### config.mk
export PLATFORM = sky130hd
export DESIGN_NAME = sad_diff_packer
export DESIGN_NICKNAME = d
export VERILOG_FILES = /design/src/rtl/sad_pkg.sv /design/src/rtl/abs_diff.sv /design/src/rtl/sad_diff_packer.sv
export SDC_FILE = /design/constraint.sdc
export NUM_CORES = 1
export LEC_CHECK = 0
export BUFFER_PORTS_ARGS = -buffer_cell sky130_fd_sc_hd__buf_2
export CAP_MARGIN = 5
export CORE_ASPECT_RATIO = 2
export CORE_MARGIN = 2
export CORE_UTILIZATION = 50
export DETAILED_ROUTE_END_ITERATION = 7
export PLACE_DENSITY = 0.77
export SYNTH_ARGS = -nofsm -noshare
export SYNTH_HDL_FRONTEND = slang
export SYNTH_SLANG_ARGS = --single-unit
export TNS_END_PERCENT = 50
### constraint.sdc
create_clock -name i_clk -period 1.79 [get_ports i_clk]
set_clock_uncertainty 0.1 [all_clocks]
set_input_delay 0.2685 -clock i_clk [delete_from_list [all_inputs] [get_ports i_clk]]
set_output_delay 0.2685 -clock i_clk [all_outputs]
set_load 0.02 [all_outputs]
### src/rtl/sad_pkg.sv
// Shared constants and FSM state encoding for the SAD difference packer
// and the downstream compressor stage.
package sad_pkg;
   localparam int PIX_W = 8;
   localparam int LANES = 8;
   localparam int SUM_W = 11;

   typedef logic [0:0] state_t;
   localparam state_t FILL = 1'b0;
   localparam state_t HOLD = 1'b1;
endpackage

### src/rtl/abs_diff.sv
// Combinational unsigned absolute difference |a-b|; result always fits in W bits.
module abs_diff #(
   parameter int W = 8
) (
   input  logic [W-1:0] a,
   input  logic [W-1:0] b,
   output logic [W-1:0] d
);
   assign d = (a >= b) ? (a - b) : (b - a);
endmodule

### src/rtl/sad_diff_packer.sv
// Packs |a-b| of accepted pixel pairs into 8-lane bundles for the compressor
// array; a bundle closes on the 8th pair or on a pair flagged i_last.
module sad_diff_packer #(
   parameter int PIX_W = 8,
   parameter int LANES = 8
) (
   input  logic             i_clk,
   input  logic             i_rst_n,
   input  logic             i_clr,
   input  logic             i_valid,
   output logic             o_ready,
   input  logic [PIX_W-1:0] i_pix_a,
   input  logic [PIX_W-1:0] i_pix_b,
   input  logic             i_last,
   output logic             o_valid,
   input  logic             i_ready,
   output logic [PIX_W-1:0] o_p0,
   output logic [PIX_W-1:0] o_p1,
   output logic [PIX_W-1:0] o_p2,
   output logic [PIX_W-1:0] o_p3,
   output logic [PIX_W-1:0] o_p4,
   output logic [PIX_W-1:0] o_p5,
   output logic [PIX_W-1:0] o_p6,
   output logic [PIX_W-1:0] o_p7,
   output logic [3:0]       o_count,
   output logic             o_last
);
   import sad_pkg::*;

   localparam int IDX_W = $clog2(LANES);

   logic [PIX_W-1:0]             diff;
   state_t                       state;
   logic [IDX_W-1:0]             wr_idx;
   logic [3:0]                   cnt;
   logic                         last_q;
   logic [LANES-1:0][PIX_W-1:0]  lanes;
   logic                         accept;
   logic                         drain;
   logic                         close;

   abs_diff #(.W(PIX_W)) u_abs_diff (
      .a (i_pix_a),
      .b (i_pix_b),
      .d (diff)
   );

   // In HOLD a new pair is only taken when the held bundle leaves this same edge.
   assign o_ready = (state == FILL) || i_ready;
   assign accept  = i_valid && o_ready;
   assign drain   = (state == HOLD) && i_ready;
   assign close   = accept && ((wr_idx == IDX_W'(LANES - 1)) || i_last);

   always_ff @(posedge i_clk or negedge i_rst_n) begin
      if (!i_rst_n) begin
         state  <= FILL;
         wr_idx <= '0;
         cnt    <= '0;
         last_q <= 1'b0;
         lanes  <= '0;
      end else if (i_clr) begin
         state  <= FILL;
         wr_idx <= '0;
         cnt    <= '0;
         last_q <= 1'b0;
         lanes  <= '0;
      end else if (state == FILL) begin
         if (accept) begin
            lanes[wr_idx] <= diff;
            if (close) begin
               state  <= HOLD;
               cnt    <= {1'b0, wr_idx} + 4'd1;
               last_q <= i_last;
               wr_idx <= '0;
            end else begin
               wr_idx <= wr_idx + IDX_W'(1);
            end
         end
      end else if (drain) begin
         // Fresh bundle: cleared lanes, optionally seeded with the pair taken this edge.
         state  <= FILL;
         wr_idx <= '0;
         cnt    <= '0;
         last_q <= 1'b0;
         lanes  <= '0;
         if (accept) begin
            lanes[0] <= diff;
            if (i_last) begin
               state  <= HOLD;
               cnt    <= 4'd1;
               last_q <= 1'b1;
            end else begin
               wr_idx <= IDX_W'(1);
            end
         end
      end
   end

   assign o_valid = (state == HOLD);
   assign o_count = cnt;
   assign o_last  = last_q;
   assign o_p0    = lanes[0];
   assign o_p1    = lanes[1];
   assign o_p2    = lanes[2];
   assign o_p3    = lanes[3];
   assign o_p4    = lanes[4];
   assign o_p5    = lanes[5];
   assign o_p6    = lanes[6];
   assign o_p7    = lanes[7];
endmodule

==> key figures <==
Run status
  • Status: finished with violations
  • Failing checks: setup timing

Synth
  • FF+latch count, synth: between 70 and 80
  • Asr flop ratio synth: 100%
  • Post-synth cell types: 67
  • Syn Nets: between 400 and 500
  • Post-synth EDFFs: 0
  • Main flop type after synthesis: dfrtp_1
  • Mapped Area: roughly 0.0042 sq mm
  • Syn Area/Cell: about 9.3 sq um
  • Count leader, synth: nand2_1
  • Post-synth top area share: between 40% and 50%
  • Sequential share of the synthesized area: between 40 and 50%
  • Synth area leaders: dfrtp_1, nand2_1, ha_1
  • Synth top cells by count: nand2_1, dfrtp_1, o21ai_0
  • Syn. warnings: 0
  • Cells after Synth: around 460
  • Largest area contributor in the netlist: dfrtp_1

Timing
  • Setup TNS: -9.92 ns
  • Final Hold Violating Endpoints: 0
  • Tcrit/Tclk final: 116%
  • Max Slew Vio Count: 0
  • Fmax: ~480 MHz
  • Worst Setup Slack, final: -0.280 ns
  • Slew HR: between 60% and 70%
  • Setup violations, final: 57
  • RSZ-0062 raised after global routing: yes
  • Final min period: 2.07 ns
  • Slew of the pin with the lowest slew margin: roughly 0.46 ns

Placed design
  • Port Buffers: 92
  • Post-DP HPWL: 9.93 mm
  • GP Congestion: 0.924
  • Post-Place Cell Area: ~0.0055 sq mm

Global routing
  • Largest net degree at the start of global routing: 62
  • Overflow after GRT: 0
  • Number of global-route vias before repair: about 4,700
  • First-pass GRT wire length: around 24 mm
  • GRT Total Usage: between 30% and 40%
  • Antenna violations before repair: 0

Clocking
  • CTS Buf Count: 9
  • CTS tree: built
  • TritonCTS Sinks: 73
  • Clock Path Buffers: 2
  • Clock-pin slew on the worst setup and hold paths: about 0.07 ns
  • H-tree lvl count: 3
  • Worst-Skew Late Latency: ~0.34 ns
  • Root Buffer: clkbuf_16

Critical path
  • Worst flop-to-flop path endpoint: o_p2[6]
  • Worst setup endpoint: o_p0[5]
  • Worst r2r src: o_valid
  • Crit Path Max Fanout: 7
  • Kind of critical path: input port to register
  • Worst setup EP type: register
  • Worst reg2reg setup slack: -0.12 ns
  • Critical Path Start: i_pix_b[5]
  • Worst path required time: between 1.5 and 2 ns
  • CP startpoint kind: input port
  • R2R depth: 6
  • Critical path data arrival time: between 2 and 2.5 ns

Floorplanning
  • IO Count: between 90 and 100
  • Core area: about 0.0082 sq mm
  • Die X: 69.1 um
  • Die area: around 0.0093 sq mm
  • Initial Utilization: 51.4%
  • Row count: between 40 and 50
  • DIE HEIGHT: 134 um

Finish
  • ANT cells: 0
  • Final #Nets: around 680
  • Area growth, synth to finish: 56.2%
  • Final Instance Area: 0.00661 sq mm
  • Layout cells sized above 1: 48.1%

Flow run
  • Max-Cap Viols: 0

Detailed routing
  • Routed Antenna Nets: 0
  • Initial drt markers: between 600 and 700
  • Post-Route WL: between 15 and 20 mm
  • Vias per cell: about 6.5
  • Routed via count: 4,807
  • TritonRoute pass-1 iters: 5
  • DR DRC count: 0
  • Wire per inst: 20.9 um

Power and ir drop
  • LEAKAGE: 3.15 nW
  • Power per standard cell area: between 800 and 900 mW/mm^2
  • Worst vdd ir: approximately 550 uV

Min path
  • HP Start: i_clr
  • Class of the worst hold path: input port to register
worst min path at each step:
stage | endpoint | slack, ns | depth (start not counted)
final | o_valid | 0.13 | 2
after global routing | o_valid | 0.15 | 2
after CTS | o_valid | 0.11 | 2
after detailed placement | o_count[2] | 0.08 | 1
after global placement | o_count[1] | 0.08 | 1
after floorplan | o_count[0] | -0.13 | 0
final cells by class:
class | instances | area, sq um
Clock inverter | 6 | 97.6
Multi-Input combinational cell | 332 | 2760
Timing Repair Buffer | 198 | 1440
Fill cell | 484 | 1620
Clock buffer | 10 | 239
Inverter | 28 | 123
Tap cell | 98 | 123
Sequential cell | 73 | 1830
per-stage QoR:
stage | hold WS (ns) | setup slack (ns) | util [%] | total power, mW | std cells
CTS | 0.113 | -0.231 | 78.2 | 5.20 | 741
detailed placement | 0.0794 | -0.738 | 66.5 | 2.92 | 703
global placement | 0.0761 | -0.683 | 66.5 | 2.89 | 703
global route | 0.147 | -0.325 | 80.3 | 5.50 | 745
finish | 0.133 | -0.280 | 80.3 | 5.33 | 745
floorplan | -0.127 | -0.386 | - | 2.43 | 456
flip-flops by register name (all words and copies together), names as in the netlist:
signal   count
o_p7         8
o_p3         8
o_p6         8
wr_idx       3
o_valid      1
o_p2         8
o_p0         8
o_p1         8
o_p4         8
o_last       1
o_p5         8
o_count      4
power breakdown:
| part | switching (mW) | total (mW) | internal, mW |
|---|---|---|---|
| sequential | 0.0372 | 1.74 | 1.70 |
| clock | 0.759 | 2.04 | 1.28 |
| combinational | 0.909 | 1.55 | 0.645 |
logic make-up after synthesis:
group	Yosys count	synth area share, %
AND/OR/NAND/NOR	173	20.6
multiplexers	2	0.503
AO/OA/AOI/OAI	137	23.8
adder cells (fa/ha/maj)	19	5.97
flip-flops	73	43.2
buffers and inverters	52	6.00
layout by cell type (no fill, tap or decap), types with 9 or more instances in the layout:
cell       count
nand4_1       13
clkbuf_16      9
nand2_1       73
nand3_1       21
o21ai_0       29
nor2_1        22
dfrtp_1       73
inv_1         17
buf_4         87
buf_2         85
o31ai_2       13
buf_6         15
critical path: stages:
cell and delay, ns:
buf_8 0.10, ha_4 0.23, a21o_1 0.20, a221o_2 0.46, nor4b_4 0.40, nor3_4 0.10
buf_12 0.16, o31ai_4 0.27
per-layer routing:
layer	wire, um	global-route usage, %
met1	5290	34.7
met2	8240	57.3
met3	1030	5.86
met4	1030	19.5
met5	0	0
repair_timing:
item                                    in CTS  in global routing
gates resized for setup                     97                 29
endpoints found under the setup margin      60                 65
hold endpoints to repair                    12                  0
hold buffers                                 1                  0
pin swaps                                   30                 10
buffers inserted                            23                  4
cloned                                       1                  0
No activity file was read; power rests on OpenSTA's default activity.
